--- config.mk ---
export PLATFORM = sky130hd
export DESIGN_NAME = despachador_trabajo
export DESIGN_NICKNAME = d
export VERILOG_FILES = /design/src/rtl/despachador_trabajo.sv
export SDC_FILE = /design/constraint.sdc
export NUM_CORES = 1
export LEC_CHECK = 0
export CAP_MARGIN = 20
export CORE_MARGIN = 2
export CORE_UTILIZATION = 45
export DETAILED_ROUTE_END_ITERATION = 6
export PLACE_DENSITY = 0.65
export RECOVER_POWER = 100
export SETUP_SLACK_MARGIN = 0.2
export SLEW_MARGIN = 25
export SYNTH_ARGS = -nofsm -noshare
export SYNTH_HDL_FRONTEND = slang
export SYNTH_SLANG_ARGS = --single-unit
--- constraint.sdc ---
create_clock -name clk_i -period 2.55 [get_ports clk_i]
set_input_delay 0.255 -clock clk_i [delete_from_list [all_inputs] [get_ports clk_i]]
set_output_delay 0.255 -clock clk_i [all_outputs]
set_load 0.1 [all_outputs]
--- src/rtl/despachador_trabajo.sv ---
// -----------------------------------------------------------------------------
// despachador_trabajo
// Upstream feeder for the vector-unit consumer stage. Job codes from the issue
// side are buffered in a small FIFO and handed to the consumer one at a time.
// Each job is shown on trabajo_o for exactly one cycle. The next job is issued
// only after the consumer's busy has risen (acknowledge) and fallen (done).
// A zero job code means "no work" downstream, so it is accepted and discarded.
//
// Ports
//   clk_i        in   clock, rising edge
//   rst_ni       in   asynchronous reset, active low
//   job_i        in   job code from issue side
//   job_valid_i  in   job_i valid
//   job_ready_o  out  FIFO can accept (count_o < DEPTH), from count only
//   trabajo_o    out  registered job to consumer; 0 = no work
//   busy_i       in   consumer busy
//   count_o      out  FIFO occupancy
//   idle_o       out  FIFO empty and dispatcher idle
//   drop_o       out  one-cycle pulse: a zero job was accepted and discarded
//   err_o        out  sticky: consumer never acknowledged an issued job
// -----------------------------------------------------------------------------
module despachador_trabajo #(
  parameter int JOB_W       = 6,
  parameter int DEPTH       = 4,
  parameter int ACK_TIMEOUT = 2
) (
  input  logic                     clk_i,
  input  logic                     rst_ni,
  input  logic [JOB_W-1:0]         job_i,
  input  logic                     job_valid_i,
  output logic                     job_ready_o,
  output logic [JOB_W-1:0]         trabajo_o,
  input  logic                     busy_i,
  output logic [$clog2(DEPTH):0]   count_o,
  output logic                     idle_o,
  output logic                     drop_o,
  output logic                     err_o
);

  localparam int PTR_W = $clog2(DEPTH);
  localparam int CNT_W = PTR_W + 1;
  localparam int ACK_W = $clog2(ACK_TIMEOUT + 1);

  typedef enum logic [1:0] {
    ST_IDLE      = 2'd0,
    ST_ISSUE     = 2'd1,
    ST_WAIT_ACK  = 2'd2,
    ST_WAIT_DONE = 2'd3
  } state_e;

  state_e             state_q, state_d;
  logic [JOB_W-1:0]   mem_q [DEPTH];
  logic [PTR_W-1:0]   wr_ptr_q, wr_ptr_d;
  logic [PTR_W-1:0]   rd_ptr_q, rd_ptr_d;
  logic [CNT_W-1:0]   count_q, count_d;
  logic [JOB_W-1:0]   trabajo_q, trabajo_d;
  logic [ACK_W-1:0]   ack_cnt_q, ack_cnt_d;
  logic               err_q, err_d;
  logic               drop_q, drop_d;
  logic               accept_s;
  logic               push_s;
  logic               pop_s;

  // Ready depends on registered count only, so a same-cycle pop never bypasses a full FIFO.
  assign job_ready_o = (count_q < CNT_W'(DEPTH));
  assign accept_s    = job_valid_i & job_ready_o;
  assign push_s      = accept_s & (job_i != '0);
  assign drop_d      = accept_s & (job_i == '0);

  assign trabajo_o = trabajo_q;
  assign count_o   = count_q;
  assign err_o     = err_q;
  assign drop_o    = drop_q;
  assign idle_o    = (state_q == ST_IDLE) & (count_q == '0);

  // FIFO pointer and occupancy next-state.
  always_comb begin
    wr_ptr_d = wr_ptr_q;
    rd_ptr_d = rd_ptr_q;
    count_d  = count_q;
    if (push_s) begin
      wr_ptr_d = wr_ptr_q + PTR_W'(1);
    end else begin
      wr_ptr_d = wr_ptr_q;
    end
    if (pop_s) begin
      rd_ptr_d = rd_ptr_q + PTR_W'(1);
    end else begin
      rd_ptr_d = rd_ptr_q;
    end
    case ({push_s, pop_s})
      2'b10:   count_d = count_q + CNT_W'(1);
      2'b01:   count_d = count_q - CNT_W'(1);
      default: count_d = count_q;
    endcase
  end

  // Dispatcher FSM next-state and registered outputs.
  always_comb begin
    state_d   = state_q;
    trabajo_d = '0;
    ack_cnt_d = ack_cnt_q;
    err_d     = err_q;
    pop_s     = 1'b0;
    case (state_q)
      ST_IDLE: begin
        // count_q is registered: a push this cycle into an empty FIFO cannot issue yet.
        if ((count_q != '0) && !busy_i) begin
          pop_s     = 1'b1;
          trabajo_d = mem_q[rd_ptr_q];
          state_d   = ST_ISSUE;
        end else begin
          state_d = ST_IDLE;
        end
      end
      ST_ISSUE: begin
        ack_cnt_d = '0;
        // A consumer already busy while the job is shown has acknowledged it.
        if (busy_i) begin
          state_d = ST_WAIT_DONE;
        end else begin
          state_d = ST_WAIT_ACK;
        end
      end
      ST_WAIT_ACK: begin
        if (busy_i) begin
          state_d = ST_WAIT_DONE;
        end else if (ack_cnt_q == ACK_W'(ACK_TIMEOUT - 1)) begin
          err_d   = 1'b1;
          state_d = ST_IDLE;
        end else begin
          ack_cnt_d = ack_cnt_q + ACK_W'(1);
        end
      end
      ST_WAIT_DONE: begin
        if (!busy_i) begin
          state_d = ST_IDLE;
        end else begin
          state_d = ST_WAIT_DONE;
        end
      end
      default: begin
        state_d = ST_IDLE;
      end
    endcase
  end

  // Control and output registers.
  always_ff @(posedge clk_i or negedge rst_ni) begin
    if (!rst_ni) begin
      state_q   <= ST_IDLE;
      wr_ptr_q  <= '0;
      rd_ptr_q  <= '0;
      count_q   <= '0;
      trabajo_q <= '0;
      ack_cnt_q <= '0;
      err_q     <= 1'b0;
      drop_q    <= 1'b0;
    end else begin
      state_q   <= state_d;
      wr_ptr_q  <= wr_ptr_d;
      rd_ptr_q  <= rd_ptr_d;
      count_q   <= count_d;
      trabajo_q <= trabajo_d;
      ack_cnt_q <= ack_cnt_d;
      err_q     <= err_d;
      drop_q    <= drop_d;
    end
  end

  // FIFO storage; only nonzero jobs are written.
  always_ff @(posedge clk_i or negedge rst_ni) begin
    if (!rst_ni) begin
      for (int i = 0; i < DEPTH; i++) begin
        mem_q[i] <= '0;
      end
    end else if (push_s) begin
      mem_q[wr_ptr_q] <= job_i;
    end else begin
      mem_q[wr_ptr_q] <= mem_q[wr_ptr_q];
    end
  end

endmodule

---- Word level (Yosys, flattened, before mapping) ----
Index checks and enable logic that the tools add are counted.
Widths: inputs -> output; s select.
cells by class
  equal/unequal tests ..................... 9
  $add $sub $neg .......................... 5
  $lt $le $gt $ge ......................... 4
  bitwise operators ....................... 7
  multiplexer cells ....................... 25
  reductions and logical operators ........ 12
operators with widths
  cell                 number
  $bwmux 24            2
  $mux 6               7
  $bmux 6 s2           2
  $mux 24              1
  $demux 6 s2          1
  $mux 2               5
  $pmux 2 s4           1
  $add 2x1->2 const B  3
  $eq 2x1->1 const B   3
  $eq 2x2->1 const B   3
  $ge 3x3->1 const B   2
  $logic_not 6->1      1
  $not 2->3            2
  $pmux 3 s2           1
  $reduce_and 3->1     2
  $reduce_bool 6->1    1
  $and 1x1->1          4
  $mux 1               4
  $ne 2x2->1 const B   2
  $pmux 2 s2           1
  $reduce_bool 2->1    2
  $add 3x1->3 const B  1
  $logic_not 3->1      1
  $lt 3x1->1 const B   1
  other kinds (8)      9
storage, ports and cells
  input port bits ......................... 10
  output and inout bits ................... 13
  bits in registers ....................... 43
  word-level logic and storage cells ...... 74

---- Longest topological paths before layout ----
Gate-level depths: netlist of run 1.
  depth after elaboration ................. 7
  depth in mapped cells ................... 10
  depth with buffers taken out ............ 9

---- Worst setup path after synthesis of run 1 ----
OpenSTA, ideal clock, no wires.
  path kind ............................... flip-flop to flip-flop
  start point ............................. register count_q[2] (netlist: count_o[2])
  end point ............................... register count_q[2] (netlist: count_o[2])
  period minus slack after synthesis ...... 2.784 ns
  required time ........................... 2.394 ns
  buffers on the path ..................... 1
  setup time .............................. 0.156 ns
  arrival time ............................ 2.628 ns
  stages on the path, launching flop included .. 11
  setup slack ............................. -0.234 ns
  cells stage by stage .................... dfrtp_1 -> nor3_1 -> or4_1 -> buf_6 -> inv_1 -> ha_1 -> inv_1 -> fa_1 -> xor2_1 -> nor2_1 -> xnor2_1
on the way
  longest elaborated chain between the ends .. 6
  elaborated cells on any way between the ends .. 13
  classes of those cells .................. add/sub: 2; order compare: 1; eq/ne: 2; mux: 3; bitwise: 2; reduce/logical: 3
RTL lines
  what                                                                RTL line  text
  from (decl)                                                         55        logic [CNT_W-1:0] count_q, count_d;
  from (signal assigned)                                              163       count_q <= count_d;
  parallel branches: the longest is 6 deep, another holds $lt 3x3->1  -
Several ways; the timed one is not identified.
A chain may end at the register's enable or synchronous reset.

---- Final worst setup path of run 1 ----
  start point ............................. input job_i[5]
  end point ............................... register count_q[2] (netlist: count_o[2])
on the way
  longest elaborated chain between the ends .. 4
  elaborated cells on any way between the ends .. 6
  classes of those cells .................. eq/ne: 2; mux: 1; bitwise: 1; reduce/logical: 2
RTL lines
  what                                             RTL line  text
  from (decl)                                      29        input logic [JOB_W-1:0] job_i,
  $reduce_bool 6->1 *                              67        assign push_s = accept_s & (job_i != '0);
  $and 1x1->1 *                                    67
  $eq 2x1->1 or $eq 2x2->1 (tied branches)         91        case ({push_s, pop_s})
  $pmux 3 s2 or $reduce_bool 2->1 (tied branches)  -
Mark *: on every way between the ends. The rest lies on a longest branch, timed or not.

==> results of run 1 <==
-- power breakdown --
part / switching, uW / total (uW) / internal [uW]
Combinational: 1230 / 2120 / 884
Sequential: 291 / 1290 / 1000
Clock: 228 / 476 / 247
Total: 1750 / 3880 / 2130
-- placed cells by master, fill, tap and decap left out, types with 2 or more instances in the layout --
master	n
ha_1	6
nor3b_1	18
a211oi_1	24
nor2b_2	6
clkbuf_1	16
a21oi_1	2
mux4_2	12
nor3b_2	6
clkbuf_8	7
mux2i_1	3
nor3_1	3
dfrtp_1	39
xnor2_1	4
nor2_1	54
and3b_1	6
clkbuf_2	2
nand3b_1	4
clkdlybuf4s50_1	7
o21ai_0	3
buf_4	8
dlygate4sd3_1	2
inv_1	9
dfrtp_4	3
nand2_1	4
-- per-stage QoR --
step                instance area (um2)  utilization [%]  setup WS [ns]  hold slack (ns)
global route                       2841            51.92         0.1300           0.5186
detailed placement                 2785            50.89         0.1941           0.3171
finish                             2841            51.92         0.3343           0.4830
floorplan                          2555                -         0.1861         -0.04059
global placement                   2785            50.89         0.2184           0.3193
CTS                                2895            52.90         0.3185           0.4874
-- cell families (layout without fill, tap and decap cells) --
logic type,count (synthesis),after routing,share of synthesized area (%)
mux,16,16,12.27
xor+xnor,6,6,2.366
fa+ha+maj,7,7,3.746
compound gates,30,30,8.428
flops,43,43,42.39
simple gates,108,108,25.14
buf+inv,29,51,5.668
-- what timing repair did --
item / CTS / global route
buffers inserted: 0 / 2
resized for setup: 0 / 1
hold buffers: 1 / 0
hold endpoints to repair: 1 / 0
endpoints found under the setup margin: 0 / 1
-- final cells by class --
class                   count  area (um2)  area share (%)
multi-input cells         167        1313           46.19
flip-flops and latches     43        1089           38.31
repair buffers             34       216.5           7.618
clock buffers               8       100.1           3.523
well taps                  72       90.09           3.170
inverters                   9       33.78           1.189
-- state kept, by name, summed over array words and instances (netlist names) --
| signal | cells |
|---|---|
| ack_cnt_q | 2 |
| count_o | 3 |
| drop_o | 1 |
| err_o | 1 |
| mem_q | 24 |
| rd_ptr_q | 2 |
| state_q | 2 |
| trabajo_o | 6 |
| wr_ptr_q | 2 |
-- final timing paths --
kind                                        startpoint                endpoint  slack, ns  cells after the start
worst min-delay path                 err_o$_DFFE_PN0P_       err_o$_DFFE_PN0P_       0.48                      1
worst max register to register  count_o[2]$_DFFE_PN0P_  count_o[2]$_DFFE_PN0P_       0.36                      9
worst max-delay path                          job_i[5]  count_o[2]$_DFFE_PN0P_       0.33                     10
worst min register to register       err_o$_DFFE_PN0P_       err_o$_DFFE_PN0P_       0.48                      1
min in group asynchronous                       rst_ni  count_o[0]$_DFFE_PN0P_       0.87                      2
max in group asynchronous                       rst_ni   mem_q[13]$_DFFE_PN0P_       0.50                      3
-- worst max-delay path: stages --
cell           delay, ns
dlygate4sd3_1       0.59
nor4_1              0.31
a21oi_1             0.19
inv_1               0.09
ha_1                0.18
inv_1               0.06
fa_1                0.38
xor2_1              0.15
nor2_1              0.11
xnor2_1             0.12
-- layer usage --
layer | global-route usage, % | up-vias
li1 | - | 879
met2 | 28.39 | 47
met4 | 4.138 | 0
met3 | 4.091 | 2
met5 | 0 | -
met1 | 28.83 | 886
-- Yosys cell counts, types with 3 or more instances --
master,instances
and3b_1,6
mux2i_1,3
mux4_2,12
nor2b_2,6
clkbuf_1,5
a211oi_1,24
nor3b_1,18
buf_2,9
buf_6,3
xnor2_1,4
nor2_1,54
ha_1,6
dfrtp_1,43
nor3_1,3
inv_1,9
nand2_1,4
nand3b_1,4
o21ai_0,3
nor3b_2,6
==> summary.md, run 1 <==
| Metric | Value |
|---|---|
| All-Layer GR Usage | `19.08%` |
| Fin cells | `333` |
| Worst Setup Start Kind | `input pin` |
| Clock transition at path regs | `0.08 ns` |
| Synth top area cells | `dfrtp_1, mux4_2, nor2_1` |
| # nets final | `277` |
| Largest net degree at the start of global routing | `29` |
| Max FO, Critical Path | `3` |
| Final slew viol count | `29` |
| Leak pwr | `0.001159 uW` |
| Core Area | `5473 um2` |
| DP Wirelength | `3.619 mm` |
| Antenna cells | `0` |
| Final Power | `3883 uW` |
| Post-synthesis area per instance | `10.62 um2` |
| Final setup viols | `0` |
| IO Count | `23` |
| CTS tree | `yes` |
| Routed via count | `1814` |
| Vias in the first global route | `1719` |
| Crit share post-route | `86.89%` |
| Fin Setup TNS | `0 ns` |
| Die height | `79.11 um` |
| CTS sink cnt | `43` |
| EDFF count, synth | `0` |
| First-pass GRT wire length | `8.970 mm` |
| Avg Vias per Cell | `5.447` |
| Antenna Violating Nets Remaining | `0` |
| Arrival time at the worst endpoint | `2.43 ns` |
| Routed wl met3 | `278 um` |
| Mapped Nets | `256` |
| Routed metal-1 wirelength | `2.533 mm` |
| Ys Warns | `0` |
| DR WL/cell | `16.14 um` |
| Final GP Congestion | `0.8169` |
| Antenna violations before repair | `0` |
| CP Data Required Time | `2.76 ns` |
| Cells after DPL | `322` |
| Routed wire length | `5.374 mm` |
| Rows | `27` |
| Max-cap violations | `1` |
| CTS Buf Count | `5` |
| CTS max path bufs | `2` |
| Min-Delay Path Class | `reg2reg` |
| Clock Skew | `0.004285 ns` |
| Cell taking the most area after synthesis | `dfrtp_1` |
| VDD IR-drop max | `0.0008747 V` |
| Grt ovf | `0` |
| Die width | `79.11 um` |
| Yosys reg bits | `43` |
| DRC | `0` |
| Syn Inst Count | `239` |
| CTS root buffer | `clkbuf_8` |
| Worst Setup End Kind | `register` |
| Pwr dens | `1367 nW/um2` |
| Post-Syn Area | `2539 um2` |
| Starting density of the core | `46.39%` |
| Fraction of layout cells with a size suffix above 1 | `18.39%` |
| Area growth syn-to-layout | `11.93%` |
| Ys async rst share | `100.0%` |
| Clk_lat worst skew | `0.29 ns` |
| Peak Freq | `451.3 MHz` |
| Crit Path Category | `in2reg` |
| Met2 wire length | `2.548 mm` |
| Main synth FF type | `dfrtp_1` |
| Slew of the pin with the lowest slew margin | `1.543 ns` |
| Count of unique library cells instantiated by Yosys | `34` |
| Drt first pass iters | `4` |
| Initial DRC count | `161` |
| Status | `finished with violations` |
| Register area share after synthesis | `42.39%` |
| Final Hold Viols | `0` |
| Tmin final | `2.216 ns` |
| IO buf count | `22` |
| Violated checks | `max-capacitance violations, max-slew violations` |
| CTS H-tree depth | `2` |
| RSZ-0062 raised after global routing | `no` |
| Fillers | `532` |
| Synth top area share | `42.39%` |
| Slew headroom | `-2.887%` |
| Top sig layer | `met4` |
| Die Footprint | `6258 um2` |
No activity file was read; power rests on OpenSTA's default activity.
==> inputs of run 2 (changes only) <==
==> constraint.sdc (replaced) <==
create_clock -name clk_i -period 2.55 [get_ports clk_i]
set_input_delay 0.255 -clock clk_i [delete_from_list [all_inputs] [get_ports clk_i]]
set_output_delay 0.255 -clock clk_i [all_outputs]
set_load 0.005 [all_outputs]
==> run 2 against run 1 <==
  * The run now ends clean
  * Sequential share of layout area down 0.59 points
  * Die area is the same
  * Utilization up 0.21 points
  * Largest power group unchanged
  * Count of clock-buffer cells in the layout down 2
  * Setup slack got worse by 0.036 ns
  * Final cell count is 1.2% lower
  * Combinational power shrank 21%
  * First-iteration DRC count decreased by 14%
  * Global-route usage up 0.48 points
  * Highest routed layer unchanged
  * Clock skew rose by 0.0022 ns
  * Hold slack lost 0.25 ns
  * Maximum frequency shrank 1.6%
==> summary.md, run 2 (synthesis results as in run 1) <==
| Metric | Value |
|---|---|
| Largest net degree at the start of global routing | `44 (was 29)` |
| Antenna violations before repair | `0 (unchanged)` |
| DRC | `0 (unchanged)` |
| Peak Freq | `444.2 MHz (was 451.3 MHz)` |
| DP Wirelength | `3.665 mm (was 3.619 mm)` |
| CTS sink cnt | `43 (unchanged)` |
| Routed wire length | `5.430 mm (was 5.374 mm)` |
| Starting density of the core | `46.39% (unchanged)` |
| Antenna cells | `0 (unchanged)` |
| Post-cts repair resize count | `0 (unchanged)` |
| Fin Setup TNS | `0 ns (unchanged)` |
| Slew of the pin with the lowest slew margin | `1.100 ns (was 1.543 ns)` |
| Switching Share | `38.34% (was 45.11%)` |
| Grt ovf | `0 (unchanged)` |
| Die width | `79.11 um (unchanged)` |
| Core Area | `5473 um2 (unchanged)` |
| CTS tree | `yes (unchanged)` |
| Fillers | `523 (was 532)` |
| Placed cell area | `2809 um2 (was 2785 um2)` |
| Fin cells | `329 (was 333)` |
| Comb pwr share | `50.1% (was 54.5%)` |
| Buffer count from post-CTS setup fixing | `0 (unchanged)` |
| Final GP Congestion | `0.7759 (was 0.8169)` |
| Cells after DPL | `323 (was 322)` |
| Arrival time at the worst endpoint | `2.47 ns (was 2.43 ns)` |
| # hold bufs at CTS | `0 (was 1)` |
| Max FFs per register | `24 (unchanged)` |
| Clock transition at path regs | `0.08 ns (about the same)` |
| Commonest non-fill, non-tap cell in the layout | `nor2_1 (unchanged)` |
| Crit share post-route | `88.29% (was 86.89%)` |
| CTS root buffer | `clkbuf_8 (unchanged)` |
| CTS H-tree depth | `2 (unchanged)` |
| Clock Skew | `0.006467 ns (was 0.004285 ns)` |
| Final slew viol count | `0 (was 29)` |
| Clk network pwr share | `12.0% (was 12.3%)` |
| # nets final | `275 (was 277)` |
| Leak pwr | `0.001183 uW (was 0.001159 uW)` |
| Min-Delay Path Class | `in2async (was reg2reg)` |
| Final Hold Viols | `0 (unchanged)` |
| IO Count | `23 (unchanged)` |
| Fraction of power consumed by sequential logic | `37.9% (was 33.2%)` |
| Routed via count | `1822 (was 1814)` |
| Die height | `79.11 um (unchanged)` |
| Net Switching | `1289 uW (was 1752 uW)` |
| CP Data Required Time | `2.77 ns (was 2.76 ns)` |
| Slew headroom | `26.64% (was -2.887%)` |
| Tmin final | `2.251 ns (was 2.216 ns)` |
| Worst Setup Start Kind | `input pin (unchanged)` |
| Pwr dens | `1179 nW/um2 (was 1367 nW/um2)` |
| Initial DRC count | `138 (was 161)` |
| Crit Path Category | `in2reg (unchanged)` |
| Die Footprint | `6258 um2 (unchanged)` |
| All-Layer GR Usage | `19.57% (was 19.08%)` |
| Clk_lat worst skew | `0.29 ns (about the same)` |
| RSZ-0062 raised after global routing | `no (unchanged)` |
| Final setup viols | `0 (unchanged)` |
| Worst Setup End Kind | `register (unchanged)` |
| Status | `finished, final reports clean (was finished with violations)` |
| Fin area | `2853 um2 (was 2841 um2)` |
| Avg Vias per Cell | `5.538 (was 5.447)` |
| IO buf count | `22 (unchanged)` |
| Rows | `27 (unchanged)` |
| First-pass GRT wire length | `9.170 mm (was 8.970 mm)` |
| Area growth syn-to-layout | `12.37% (was 11.93%)` |
| Drt first pass iters | `4 (unchanged)` |
| Max FO, Critical Path | `3 (unchanged)` |
| CTS max path bufs | `2 (unchanged)` |
| DR WL/cell | `16.50 um (was 16.14 um)` |
| Worst Hold Slack | `0.2369 ns (was 0.4830 ns)` |
| CTS Buf Count | `5 (unchanged)` |
| Max-cap violations | `0 (was 1)` |
| Most frequent cells in the layout | `nor2_1, dfrtp_1, a211oi_1 (unchanged)` |
| Antenna Violating Nets Remaining | `0 (unchanged)` |
| Fraction of layout cells with a size suffix above 1 | `14.79% (was 18.39%)` |
| Int Pwr | `2074 uW (was 2132 uW)` |
| Vias in the first global route | `1804 (was 1719)` |
| Top reg by flops | `mem_q (unchanged)` |
| VDD IR-drop max | `0.0005564 V (was 0.0008747 V)` |
## run 2: cell types whose count changed in the layout (fill, tap and decap cells not counted), moves of 2 or more
cell           change
buf_4              -3
clkbuf_1          -11
clkbuf_8           -2
dfrtp_1            +4
dfrtp_4            -3
dlygate4sd3_1     +11
## run 2: final cells by class
class / count / area [um2] / share of cell area, %
repair buffers: 32 / 272.8 / 9.561
clock buffers: 6 / 72.57 / 2.544
inverters: 9 / 33.78 / 1.184
multi-input cells: 167 / 1308 / 45.83
flip-flops and latches: 43 / 1076 / 37.72
well taps: 72 / 90.09 / 3.158
## run 2: layer usage
metal  GRT usage, %  wire length [um]  share of wire (%)
met1          27.64              2484                 46
met2          30.25              2567                 47
met3          3.750               293                5.4
met4          7.069                84                1.5
met5              0                 0                  0
## run 2: path summary, 6_finish.rpt
kind	start	to	slack [ns]	cells after the start
min	rst_ni	count_o[0]$_DFFE_PN0P_	0.24	2
min reg2reg	err_o$_DFFE_PN0P_	err_o$_DFFE_PN0P_	0.47	1
min in group clk_i	err_o$_DFFE_PN0P_	err_o$_DFFE_PN0P_	0.47	1
max in group asynchronous	rst_ni	mem_q[0]$_DFFE_PN0P_	1.63	2
max reg2reg	state_q[1]$_DFFE_PN0P_	count_o[2]$_DFFE_PN0P_	0.35	8
max	job_i[0]	count_o[2]$_DFFE_PN0P_	0.30	10
## run 2: power groups by stage
| stage | clock, uW | sequential [uW] | combinational (uW) |
|---|---|---|---|
| final | 404 | 1270 | 1680 |
| after detailed placement | 0 | 1290 | 1740 |
| after floorplan | 0 | 1150 | 1410 |
| after CTS | 417 | 1280 | 1750 |
| after global routing | 448 | 1320 | 1880 |
| after global placement | 0 | 1280 | 1700 |
## run 2: worst max-delay path, stage by stage
cell	delay (ns)
dlygate4sd3_1	0.55
nor4_1	0.37
a21oi_1	0.19
inv_1	0.09
ha_1	0.18
inv_1	0.06
fa_1	0.37
xor2_1	0.15
nor2_1	0.12
xnor2_1	0.13
## run 2: per-stage QoR
stage	utilization (%)	setup slack [ns]	total power (uW)
finish	52.13	0.2985	3363
global route	52.13	0.2192	3652
CTS	52.65	0.3438	3441
detailed placement	51.33	0.1866	3028
global placement	51.33	0.2281	2981
floorplan	-	0.3213	2557
